[src/rtl/hsid_pkg.sv]
// -----------------------------------------------------------------------------
// hsid_pkg
// Shared definitions for the hsid datapath: default element and band-count
// widths, plus the state encoding of the streaming vector adder FSM.
// -----------------------------------------------------------------------------
package hsid_pkg;

  // Default width of one datapath element.
  localparam int HSID_WORD_WIDTH      = 16;
  // Default width of band/element counts (vector lengths up to 2**8-1).
  localparam int HSID_HSP_BANDS_WIDTH = 8;

  // Operation framing for vctr_fifo_strm.
  typedef enum logic [1:0] {
    IDLE    = 2'd0,
    COMPUTE = 2'd1,
    DONE    = 2'd2
  } vctr_fifo_strm_state_t;

endpackage : hsid_pkg

[src/rtl/hsid_fifo.sv]
// -----------------------------------------------------------------------------
// hsid_fifo
// Synchronous single-clock FIFO with registered read data.
//
// Ports:
//   clk      in  : clock, rising edge
//   rst_n    in  : synchronous active-low reset (empties the FIFO, clears rd_data)
//   wr_en    in  : push strobe, ignored while full
//   wr_data  in  : push data
//   rd_en    in  : pop strobe, ignored while empty
//   rd_data  out : head word, loaded on a successful pop and held otherwise
//   full     out : occupancy == 2**BUFFER_WIDTH
//   empty    out : occupancy == 0
//   count    out : current occupancy (0 .. 2**BUFFER_WIDTH)
// -----------------------------------------------------------------------------
module hsid_fifo #(
  parameter int WORD_WIDTH   = 16,
  parameter int BUFFER_WIDTH = 2
) (
  input  logic                    clk,
  input  logic                    rst_n,
  input  logic                    wr_en,
  input  logic [WORD_WIDTH-1:0]   wr_data,
  input  logic                    rd_en,
  output logic [WORD_WIDTH-1:0]   rd_data,
  output logic                    full,
  output logic                    empty,
  output logic [BUFFER_WIDTH:0]   count
);

  localparam int DEPTH = 1 << BUFFER_WIDTH;

  logic [WORD_WIDTH-1:0]   mem [DEPTH];
  logic [BUFFER_WIDTH-1:0] wr_ptr;
  logic [BUFFER_WIDTH-1:0] rd_ptr;
  logic [BUFFER_WIDTH:0]   count_q;
  logic                    do_wr;
  logic                    do_rd;

  // Occupancy reaches DEPTH exactly when its top bit sets.
  assign full  = count_q[BUFFER_WIDTH];
  assign empty = (count_q == '0);
  assign count = count_q;

  // A push into a full FIFO and a pop from an empty one are both dropped.
  assign do_wr = wr_en && !full;
  assign do_rd = rd_en && !empty;

  // NOTE: the storage array has no reset; validity is tracked by the pointers
  // and count alone, which keeps the array a plain RAM.
  always_ff @(posedge clk) begin
    if (do_wr) begin
      mem[wr_ptr] <= wr_data;
    end
  end

  // NOTE: sequential state uses non-blocking assignments only, so every
  // register samples the pre-edge values regardless of statement order.
  always_ff @(posedge clk) begin
    if (!rst_n) begin
      wr_ptr  <= '0;
      rd_ptr  <= '0;
      count_q <= '0;
      rd_data <= '0;
    end else begin
      if (do_wr) begin
        wr_ptr <= wr_ptr + 1'b1;
      end
      if (do_rd) begin
        rd_ptr  <= rd_ptr + 1'b1;
        rd_data <= mem[rd_ptr];
      end
      // Simultaneous push and pop leaves occupancy unchanged.
      case ({do_wr, do_rd})
        2'b10:   count_q <= count_q + 1'b1;
        2'b01:   count_q <= count_q - 1'b1;
        default: count_q <= count_q;
      endcase
    end
  end

endmodule : hsid_fifo

[src/rtl/vctr_fifo_strm.sv]
// -----------------------------------------------------------------------------
// vctr_fifo_strm
// Streaming element-wise vector adder. Elements of v1 and v2 are buffered in
// two input FIFOs; pairs are popped together, summed modulo 2**WORD_WIDTH and
// pushed into an output FIFO drained by the consumer. A start/done/idle/ready
// handshake frames one vector of vector_length elements per operation.
//
// Ports:
//   clk              in  : clock, rising edge
//   rst_n            in  : synchronous active-low reset
//   data_in_v1_en    in  : v1 write strobe (accepted while ready and not full)
//   data_in_v1       in  : v1 element
//   data_in_v1_full  out : v1 FIFO full
//   data_in_v2_en    in  : v2 write strobe (accepted while ready and not full)
//   data_in_v2       in  : v2 element
//   data_in_v2_full  out : v2 FIFO full
//   data_out_en      in  : output read strobe (any state)
//   data_out         out : registered read data, valid the cycle after data_out_en
//   data_out_empty   out : output FIFO empty
//   vector_length    in  : element count, sampled with start
//   start            in  : begin an operation (only honoured in IDLE)
//   done             out : all sums computed, output draining
//   idle             out : FSM in IDLE
//   ready            out : accepting input elements (COMPUTE)
// -----------------------------------------------------------------------------
module vctr_fifo_strm
  import hsid_pkg::*;
#(
  parameter int WORD_WIDTH      = HSID_WORD_WIDTH,
  parameter int HSP_BANDS_WIDTH = HSID_HSP_BANDS_WIDTH,
  parameter int BUFFER_WIDTH    = 2
) (
  input  logic                       clk,
  input  logic                       rst_n,
  input  logic                       data_in_v1_en,
  input  logic [WORD_WIDTH-1:0]      data_in_v1,
  output logic                       data_in_v1_full,
  input  logic                       data_in_v2_en,
  input  logic [WORD_WIDTH-1:0]      data_in_v2,
  output logic                       data_in_v2_full,
  input  logic                       data_out_en,
  output logic [WORD_WIDTH-1:0]      data_out,
  output logic                       data_out_empty,
  input  logic [HSP_BANDS_WIDTH-1:0] vector_length,
  input  logic                       start,
  output logic                       done,
  output logic                       idle,
  output logic                       ready
);

  // One slot short of full: the occupancy at which an in-flight sum would
  // take the last free entry.
  localparam logic [BUFFER_WIDTH:0] OUT_LAST_SLOT = {1'b0, {BUFFER_WIDTH{1'b1}}};

  vctr_fifo_strm_state_t      state_q;
  logic [HSP_BANDS_WIDTH-1:0] len_q;
  logic [HSP_BANDS_WIDTH-1:0] issued_cnt;
  logic [HSP_BANDS_WIDTH-1:0] pushed_cnt;
  logic [HSP_BANDS_WIDTH-1:0] pushed_cnt_nxt;
  logic                       sum_valid;

  logic [WORD_WIDTH-1:0]      v1_head;
  logic [WORD_WIDTH-1:0]      v2_head;
  logic                       v1_empty;
  logic                       v2_empty;
  logic [BUFFER_WIDTH:0]      v1_count;
  logic [BUFFER_WIDTH:0]      v2_count;
  logic                       out_full;
  logic [BUFFER_WIDTH:0]      out_count;
  logic [WORD_WIDTH-1:0]      sum;

  logic                       out_room;
  logic                       pop;

  // ---------------------------------------------------------------------------
  // Status decoded straight from the state register.
  // ---------------------------------------------------------------------------
  assign idle  = (state_q == IDLE);
  assign ready = (state_q == COMPUTE);
  assign done  = (state_q == DONE);

  // ---------------------------------------------------------------------------
  // Pair issue. The input FIFOs present their popped heads one cycle after the
  // pop, so the sum for a pop at edge N is pushed at edge N+1 (sum_valid marks
  // that in-flight word). Output room counts that word as already occupying a
  // slot, so the push can never be dropped.
  // ---------------------------------------------------------------------------
  assign out_room = !out_full && !(sum_valid && (out_count == OUT_LAST_SLOT));
  assign pop      = ready && !v1_empty && !v2_empty && out_room &&
                    (issued_cnt < len_q);

  // Carry is discarded: the sum wraps modulo 2**WORD_WIDTH.
  assign sum = v1_head + v2_head;

  assign pushed_cnt_nxt = pushed_cnt + HSP_BANDS_WIDTH'(sum_valid);

  // ---------------------------------------------------------------------------
  // Control FSM and element counters.
  // ---------------------------------------------------------------------------
  always_ff @(posedge clk) begin
    if (!rst_n) begin
      state_q    <= IDLE;
      len_q      <= '0;
      issued_cnt <= '0;
      pushed_cnt <= '0;
      sum_valid  <= 1'b0;
    end else begin
      sum_valid <= pop;
      case (state_q)
        IDLE: begin
          if (start) begin
            len_q      <= vector_length;
            issued_cnt <= '0;
            pushed_cnt <= '0;
            state_q    <= COMPUTE;
          end
        end
        COMPUTE: begin
          if (pop) begin
            issued_cnt <= issued_cnt + 1'b1;
          end
          pushed_cnt <= pushed_cnt_nxt;
          // Leaves on the edge that pushes the last sum; a zero length
          // leaves after one cycle with nothing issued.
          if (pushed_cnt_nxt == len_q) begin
            state_q <= DONE;
          end
        end
        DONE: begin
          if (data_out_empty && !sum_valid) begin
            state_q <= IDLE;
          end
        end
        default: state_q <= IDLE;
      endcase
    end
  end

  // ---------------------------------------------------------------------------
  // FIFOs. Input writes are gated by ready; reads of the output FIFO are
  // allowed in every state.
  // ---------------------------------------------------------------------------
  hsid_fifo #(
    .WORD_WIDTH   (WORD_WIDTH),
    .BUFFER_WIDTH (BUFFER_WIDTH)
  ) u_fifo_v1 (
    .clk     (clk),
    .rst_n   (rst_n),
    .wr_en   (data_in_v1_en && ready),
    .wr_data (data_in_v1),
    .rd_en   (pop),
    .rd_data (v1_head),
    .full    (data_in_v1_full),
    .empty   (v1_empty),
    .count   (v1_count)
  );

  hsid_fifo #(
    .WORD_WIDTH   (WORD_WIDTH),
    .BUFFER_WIDTH (BUFFER_WIDTH)
  ) u_fifo_v2 (
    .clk     (clk),
    .rst_n   (rst_n),
    .wr_en   (data_in_v2_en && ready),
    .wr_data (data_in_v2),
    .rd_en   (pop),
    .rd_data (v2_head),
    .full    (data_in_v2_full),
    .empty   (v2_empty),
    .count   (v2_count)
  );

  hsid_fifo #(
    .WORD_WIDTH   (WORD_WIDTH),
    .BUFFER_WIDTH (BUFFER_WIDTH)
  ) u_fifo_out (
    .clk     (clk),
    .rst_n   (rst_n),
    .wr_en   (sum_valid),
    .wr_data (sum),
    .rd_en   (data_out_en),
    .rd_data (data_out),
    .full    (out_full),
    .empty   (data_out_empty),
    .count   (out_count)
  );

  // Input occupancies are not needed by the pairing logic; the empty flags
  // are sufficient there.
  logic unused_counts;
  assign unused_counts = ^{v1_count, v2_count};

endmodule : vctr_fifo_strm

[config.mk]
export PLATFORM = sky130hd
export DESIGN_NAME = vctr_fifo_strm
export DESIGN_NICKNAME = d
export VERILOG_FILES = /design/src/rtl/hsid_pkg.sv /design/src/rtl/hsid_fifo.sv /design/src/rtl/vctr_fifo_strm.sv
export SDC_FILE = /design/constraint.sdc
export NUM_CORES = 1
export LEC_CHECK = 0
export ABC_AREA = 1
export BUFFER_PORTS_ARGS = -buffer_cell sky130_fd_sc_hd__clkbuf_2
export CORE_ASPECT_RATIO = 1.1
export CORE_MARGIN = 4
export CORE_UTILIZATION = 55
export DETAILED_ROUTE_END_ITERATION = 8
export HOLD_SLACK_MARGIN = 0.15
export PLACE_DENSITY_LB_ADDON = 0.25
export SETUP_SLACK_MARGIN = 0.1
export SKIP_LAST_GASP = 1
export SLEW_MARGIN = 20
export SYNTH_ARGS = -nofsm -noshare
export SYNTH_HDL_FRONTEND = slang
export SYNTH_HIERARCHICAL = 1
export SYNTH_SLANG_ARGS = --single-unit
export TNS_END_PERCENT = 30
[constraint.sdc]
create_clock -name clk -period 2.9 [get_ports clk]
set_input_delay 0.725 -clock clk [delete_from_list [all_inputs] [get_ports clk]]
set_output_delay 0.725 -clock clk [all_outputs]
set_load 0.01 [all_outputs]
==> metrics.txt, run 1 <==
GRT Overall Usage=19.1%; final period demand of the worst path=2.60 ns; CTS Buf Count=30; first-pass GRT wire length=44800 um; r2r endpoint=u_fifo_v1/count[2]; core area=24800 sq um; die height=175 um; antenna diode count=0; worst-path fanout max=4; Post-Synthesis Cells=1621; Max Cap Viol=0; First DRT Iteration DRCs=653; worst clock skew=0.0185 ns; Final Hold Viols=0; max-slew violations=0; Crit. End Element=register; WHS Path Cells=1; CTS tree=yes; DIE WIDTH=160 um; Cell Area, Synth=14000 sq um; final setup TNS=0 ns; worst-margin pin slew=0.666 ns; Critical Path Start Type=register; Clk Tree Root Cell=clkbuf_16; unrepaired setup endpoints after global routing=no; utilization after layout=62.1%; Leakage=7.32 nW; I/O Pins=68; min-delay src=data_in_v1[9]; mean area per synthesized cell=8.63 sq um; H-tree levels=1; total gr overflow=0; status=finished clean; largest net degree at the start of global routing=71; worst hold endpoint=u_fifo_v1/mem[1][9]; Sink Count=288; Area Growth Syn to Fin=9.97%; ratio of cells with drive above 1 in the final layout=11.5%; vias in the first global route=9270; worst skew pair latency=0.54 ns; PwrDens=572 nW/um^2; DP Area=14500 sq um; met1 Use GR=24.7%; reg2reg setup slack=0.30 ns; row cnt=60; Peak Freq=0.384 GHz; Die ar.=28100 sq um; detailed-route vias per instance=4.89; initial antenna violation count=0; wire per inst=13.6 um; Worst-path clk slew=0.06 ns; clock buffer depth=3; TritonRoute pass-1 iters=5; Overall Power=8.80 mW; Syn Nets=1711; Tcrit/Tclk final=89.8%; CP Class=reg2reg; nets=1784; met2 global-route usage=33.5%; FILL cells=2031; Hold-fix buffers, CTS=0; Final ANT Viol Nets=0; Req. time, crit path=3.33 ns; drt drc=0; Worst R2R Start=len_q[3]; peak supply drop=0.656 mV; GP Congestion=0.894; Starting Density=56.5%; via count=9919; synthesis warning total=6; PortBufs=67; slew margin rel.=55.4%; final wirelength=27500 um; Worst EP arrival=3.03 ns; Worst Reg-to-Reg Cells=20; GRT busiest layer=met2; HP Class=in2reg; # setup viols final=0; Detailed Place HPWL=17900 um; fin area=15400 sq um; met3 GRT Util=3.10%
area by class of cell:
class	count	area, sq um	share of cell area (%)
inverters	340	1290	8.39
multi-input cells	943	4570	29.7
flip-flops and latches	288	7690	50.0
well taps	310	388	2.52
clock buffers	40	820	5.33
clock inverters	15	95.1	0.618
repair buffers	91	528	3.43
registers in the layout (all words and copies together) (netlist names):
register / flops
u_fifo_out/count: 3
u_fifo_v2/count: 3
u_fifo_v1/mem: 64
state_q: 2
u_fifo_out/rd_data: 16
u_fifo_out/rd_ptr: 2
u_fifo_v1/wr_ptr: 2
sum_valid: 1
pushed_cnt: 8
u_fifo_v1/rd_ptr: 2
u_fifo_out/wr_ptr: 2
u_fifo_v1/rd_data: 16
u_fifo_v2/rd_ptr: 2
len_q: 8
u_fifo_v2/rd_data: 16
u_fifo_v2/wr_ptr: 2
issued_cnt: 8
u_fifo_v2/mem: 64
u_fifo_v1/count: 3
u_fifo_out/mem: 64
power breakdown:
group	switching, mW	internal [mW]
Clock	1.48	2.06
Combinational	0.500	0.243
Sequential	0.0477	4.47
Total	2.03	6.77
worst max-delay path, stage by stage (launching register included):
cell     delay [ns]
dfxtp_1        0.33
inv_1          0.07
ha_1           0.31
a21oi_1        0.15
nand2_1        0.10
nand3_1        0.08
nand2_1        0.05
nand2_1        0.09
nand2_2        0.10
inv_2          0.14
nand2_4        0.06
inv_1          0.07
ha_1           0.17
inv_1          0.07
fa_1           0.38
inv_1          0.06
nand2_1        0.04
nand3_1        0.08
nand2_1        0.06
nand2_1        0.05
nor2_1         0.04
per-stage QoR:
stage | worst slack [ns] | hold slack [ns] | instances
3_5_place_dp | 0.229 | 0.465 | 1971
2_1_floorplan | 0.479 | 0.445 | 1621
3_3_place_gp | 0.349 | 0.454 | 1971
6_report | 0.296 | 0.396 | 2027
4_1_cts | 0.220 | 0.379 | 2026
5_1_grt | 0.0903 | 0.382 | 2027
how the worst max path moves through the flow:
stage,from,endpoint,cells past startpoint
6_report,len_q[3],u_fifo_v1/count[2],20
5_1_grt,len_q[3],u_fifo_v2/count[2],20
4_1_cts,len_q[3],u_fifo_v1/count[2],20
3_5_place_dp,len_q[3],u_fifo_v1/count[2],20
3_3_place_gp,len_q[3],u_fifo_v1/count[2],20
2_1_floorplan,len_q[3],u_fifo_v1/count[2],20
repair_timing:
action | 4_1_cts | 5_1_grt
setup endpoints to repair | 0 | 2
resized for setup | 0 | 2
setup buffers | 0 | 1
per-layer routing:
layer,up-vias,routed length [um]
met4,0,706
li1,5157,-
met3,47,1380
met1,4491,12000
met2,224,13400
met5,-,0
cells in the final DEF, fill, tap and decap left out, drive strengths merged, types with 24 or more instances in the layout:
master,instances
inv,337
a21oi,53
ha,40
nand2,474
clkbuf,107
nand3,142
edfxtp,192
nor2,158
o21ai,34
dfxtp,96
buf,24
Note: power is estimated with default switching activity, not from simulation.
==> inputs of run 2 (changes only) <==
- SYNTH_HIERARCHICAL: 1 -> unset
==> metrics.txt, run 2 <==
status=finished clean; vias in the first global route=8006; Sink Count=288; final period demand of the worst path=2.48 ns; Overall Power=8.60 mW; Top Registers=u_fifo_out.mem x64, u_fifo_v1.mem x64, u_fifo_v2.mem x64; Area Growth Syn to Fin=13.9%; Worst-path clk slew=0.06 ns; # setup viols final=0; Synth area leaders=edfxtp_1 (47%), dfxtp_1 (16%), nor2_1 (5.7%), o21ai_0 (5.5%), nand2_1 (4.7%); core area=21500 sq um; clock buffer depth=3; placed insts=1507; max-slew violations=0; CTS tree=yes; Post-Synthesis Cells=1175; First DRT Iteration DRCs=577; Worst setup endpoint=u_fifo_v2.count[2]; GRT Overall Usage=20.1%; PwrDens=622 nW/um^2; Crit path top cell by count=a21oi_1; synthesis warning total=0; most frequent cells in the layout=edfxtp_1 (192), nor2_1 (184), nand2_1 (153), o21ai_0 (134), a21oi_1 (99); post-cts resize count=0; Peak Freq=0.402 GHz; Syn Nets=1265; total gr overflow=0; Final Hold Viols=0; area fraction of the dominant cell type after synthesis=47.5%; mean area per synthesized cell=10.3 sq um; Worst EP arrival=2.91 ns; Starting Density=56.5%; worst-path fanout max=10; pre-CTS WS=0.362 ns; DP Area=12800 sq um; ys flop type=edfxtp_1; Buffers & Inverters on Critical Path=3; CP Class=reg2reg; Synth top cells by count=edfxtp_1 (192), nor2_1 (184), nand2_1 (153); TritonRoute pass-1 iters=5; initial antenna violation count=0; Tcrit/Tclk final=85.7%; wire per inst=15.4 um; FILL cells=1727; Hold-fix buffers, CTS=0; Seq cells post-synth=288; Clk Tree Root Cell=clkbuf_16; nets=1338; ys async rst share=0%; final worst slack=0.415 ns; Crit path depth=13; detailed-route vias per instance=5.35; Worst R2R Start=len_q[7]; Final ANT Viol Nets=0; Worst Reg-to-Reg Cells=13; die height=164 um; Max Cap Viol=0; HP Class=in2reg; Leakage=5.21 nW; post-synth top area cell=edfxtp_1; largest net degree at the start of global routing=49; CTS Buf Count=29; post-route insts no fill=1561; Detailed Place HPWL=15600 um; Die ar.=24500 sq um; Cell Area, Synth=12100 sq um; worst-margin pin slew=0.991 ns; DIE WIDTH=150 um; fin area=13800 sq um; H-tree levels=1; reg2reg setup slack=0.42 ns; commonest non-fill, non-tap cell in the layout=edfxtp_1; Largest stage delay, worst path=0.37 ns; drt drc=0; I/O Pins=68; ratio of cells with drive above 1 in the final layout=12.0%; first-pass GRT wire length=39900 um; via count=8357; slowest CP cell=fa_1; antenna diode count=0; final setup TNS=0 ns; row cnt=56; post-CTS setup buffer count=0; GP Congestion=0.822; r2r endpoint=u_fifo_v2.count[2]; Netlist cell types=39; CP cell instances=inv_1, ha_1, a21oi_1, o21a_1, nand3_4, inv_2, ha_1, inv_1, fa_1, a21oi_1, o21ai_0, o21ai_0, a21oi_1; slew margin rel.=33.8%; final wirelength=24100 um; top-count cell post-synth=edfxtp_1; worst skew pair latency=0.54 ns; beginning of the critical path=len_q[7]; sequential area share after synthesis=63.3%; Post-synth EDFFs=192; peak supply drop=0.596 mV; Largest delay share family, worst path=adder cells; worst clock skew=0.0145 ns; Critical Path Start Type=register; Crit. End Element=register; unrepaired setup endpoints after global routing=no; PortBufs=67; Req. time, crit path=3.32 ns
-- run 2: cell count changes in the layout (fill, tap and decap cells not counted), sizes merged, moves of 27 or more --
cell | before | now
o21ai | 34 | 137
a21oi | 53 | 99
inv | 337 | 83
nor2 | 158 | 185
nand3 | 142 | 40
nand2 | 474 | 155
-- run 2: stage by stage --
| stage | util [%] | hold slack (ns) |
|---|---|---|
| 2_1_floorplan | - | 0.422 |
| 3_3_place_gp | 59.7 | 0.436 |
| 3_5_place_dp | 59.7 | 0.441 |
| 4_1_cts | 64.3 | 0.378 |
| 5_1_grt | 64.3 | 0.387 |
| 6_report | 64.3 | 0.402 |
-- run 2: cell type report --
cell class / count / area [sq um] / share of cell area [%]
Timing Repair Buffer: 95 / 558 / 4.04
Multi-Input combinational cell: 750 / 3930 / 28.4
Inverter: 84 / 315 / 2.28
Clock buffer: 42 / 835 / 6.04
Tap cell: 290 / 363 / 2.62
Sequential cell: 288 / 7690 / 55.6
Clock inverter: 12 / 139 / 1.00
-- run 2: worst min-delay path by stage --
stage	from	to	slack, ns	depth (start not counted)
after detailed placement	u_fifo_v2.count[0]	u_fifo_v2.count[0]	0.44	1
after floorplan	u_fifo_v1.count[0]	u_fifo_v1.count[0]	0.42	1
after global routing	data_in_v1[11]	u_fifo_v1.mem[1][11]	0.39	1
after CTS	data_in_v1[9]	u_fifo_v1.mem[3][9]	0.38	1
final	data_in_v2[2]	u_fifo_v2.mem[2][2]	0.40	1
after global placement	u_fifo_v1.count[0]	u_fifo_v1.count[0]	0.44	1
-- run 2: per-layer routing --
metal,vias to the layer above,wire length (um),GRT usage [%]
li1,4225,-,-
met1,3916,11000,27.6
met2,169,11400,34.0
met3,47,1080,2.76
met4,0,531,5.03
met5,-,0,0
-- run 2: power by group --
group          total, mW  switching (mW)  internal, mW
Sequential          4.47          0.0301          4.44
Clock               3.72            1.46          2.26
Combinational      0.403           0.271         0.132
Total               8.60            1.77          6.83
-- run 2: worst reg2reg max path, delay by kind of cell (launching register included) --
family | cells | cell delay (ns)
fa+ha+maj | 3 | 0.82
simple gates | 1 | 0.15
flops | 1 | 0.35
compound gates | 6 | 0.80
buf+inv | 3 | 0.26
-- run 2: kinds of logic (layout without fill, tap and decap cells) --
kind of cell    after synthesis  in the layout  share of synthesized area, %
simple gates                394            394                          13.1
compound gates              293            293                          13.1
flops                       288            288                          63.3
buf+inv                     137            233                          4.38
fa+ha+maj                    44             44                          4.78
xor+xnor                     19             19                          1.37
==> inputs of run 3 (changes only) <==
- CTS_BUF_LIST: unset -> sky130_fd_sc_hd__clkbuf_8
- GPL_ROUTABILITY_DRIVEN: unset -> 0
==> metrics.txt, run 3 (synthesized netlist as in run 2, its figures left out) <==
Starting Density=56.5%; Multi-input gate area=3930 sq um; TritonRoute pass-1 iters=5; Largest delay share family, worst path=adder cells; most frequent cells in the layout=edfxtp_1 (192), nor2_1 (184), nand2_1 (153), o21ai_0 (134), a21oi_1 (99); Worst-path clk slew=0.06 ns; row cnt=56; core area=21500 sq um; I/O Pins=68; Worst EP arrival=2.92 ns; final period demand of the worst path=2.49 ns; antenna diode count=0; DP Area=12800 sq um; Crit. End Element=register; CP Class=reg2reg; HP Class=in2reg; unrepaired setup endpoints after global routing=no; WHS=0.390 ns; Detailed Place HPWL=15600 um; drt drc=0; worst-path fanout max=10; Tcrit/Tclk final=86.0%; peak supply drop=0.493 mV; H-tree levels=2; post-route insts no fill=1593; Req. time, crit path=3.33 ns; detailed-route vias per instance=5.28; worst skew pair latency=0.55 ns; placed insts=1507; PortBufs=67; Critical Path Start Type=register; Sink Count=288; largest net degree at the start of global routing=49; Peak Freq=0.401 GHz; die height=164 um; Final ANT Viol Nets=0; Clk Tree Root Cell=clkbuf_8; via count=8412; CTS Buf Count=46; CTS tree=yes; slowest CP cell=fa_1; commonest non-fill, non-tap cell in the layout=edfxtp_1; vias in the first global route=8109; FILL cells=1734; Final Hold Viols=0; Max Cap Viol=0; # setup viols final=0; max-slew violations=0; CP cell instances=inv_1, ha_1, a21oi_1, o21a_1, nand3_4, inv_2, ha_1, inv_1, fa_1, a21oi_1, o21ai_0, o21ai_0, a21oi_1; total gr overflow=0; slew margin rel.=35.5%; Leakage=5.24 nW; GRT Overall Usage=20.3%; nets=1355; ratio of cells with drive above 1 in the final layout=13.1%; Worst Reg-to-Reg Cells=13; Buffers & Inverters on Critical Path=3; WHS Path Cells=1; clock buffer depth=3; status=finished clean; First DRT Iteration DRCs=540; first-pass GRT wire length=40100 um; initial antenna violation count=0; Crit path top cell by count=a21oi_1; Top Registers=u_fifo_out.mem x64, u_fifo_v1.mem x64, u_fifo_v2.mem x64; fin area=13800 sq um; worst clock skew=0.0147 ns; final setup TNS=0 ns; Sequential Area=7690 sq um; Die ar.=24500 sq um; worst-margin pin slew=0.967 ns; Area Growth Syn to Fin=13.5%; final wirelength=24100 um; wire per inst=15.1 um; PwrDens=600 nW/um^2; DIE WIDTH=150 um; Largest stage delay, worst path=0.37 ns; Crit path depth=13; Hold-fix buffers, CTS=0
-- run 3: cell count changes in the layout (fill, tap and decap cells not counted) --
cell | previous run | this run
clkbuf_8 | 6 | 53
clkbuf_16 | 29 | 0
clkinv_1 | 4 | 16
inv_1 | 79 | 87
clkbuf_1 | 7 | 0
bufinv_16 | 3 | 2
clkinvlp_4 | 1 | 2
inv_6 | 1 | 2
-- run 3: final timing paths --
kind | from | to | slack, ns
setup / recovery | len_q[7] | u_fifo_v2.count[2] | 0.41
hold / removal | data_in_v2[1] | u_fifo_v2.mem[3][1] | 0.39
setup reg to reg | len_q[7] | u_fifo_v2.count[2] | 0.41
hold reg to reg | u_fifo_v2.count[0] | u_fifo_v2.count[0] | 0.45
-- run 3: stage by stage --
step                      setup WS, ns  power, mW  util [%]
after detailed placement         0.362       4.96      59.7
after CTS                        0.336       8.35      64.0
final                            0.405       8.26      64.1
after global routing             0.175       8.63      64.1
after global placement           0.439       4.95      59.7
after floorplan                  0.476       4.80         -
-- run 3: worst reg2reg max path, stage by stage, from the launching register on --
cell	delay, ns
dfxtp_1	0.35
inv_1	0.09
ha_1	0.31
a21oi_1	0.16
o21a_1	0.19
nand3_4	0.15
inv_2	0.10
ha_1	0.14
inv_1	0.07
fa_1	0.37
a21oi_1	0.14
o21ai_0	0.11
o21ai_0	0.15
a21oi_1	0.05
-- run 3: area by class of cell --
class | instances | share of cell area (%)
multi-input cells | 750 | 28.5
clock inverters | 33 | 1.45
clock buffers | 53 | 5.29
repair buffers | 95 | 4.05
inverters | 84 | 2.29
flip-flops and latches | 288 | 55.8
well taps | 290 | 2.63
-- run 3: power breakdown --
part,total (mW),switching [mW],internal (mW)
sequential,4.47,0.0299,4.44
combinational,0.400,0.268,0.131
clock,3.39,1.53,1.86
total,8.26,1.83,6.43
-- run 3: what timing repair did --
| action | CTS | global route |
|---|---|---|
| resized for setup | 0 | 1 |
| setup buffers | 0 | 0 |
| endpoints found under the setup margin | 0 | 1 |
| hold endpoints to repair | 0 | 0 |
-- run 3: metal layers --
layer	up-vias	part of all wire [%]	global-route usage, %
li1	4277	-	-
met1	3926	46	27.7
met2	171	48	33.8
met3	38	4.4	3.67
met4	0	1.8	5.66
met5	-	0	0
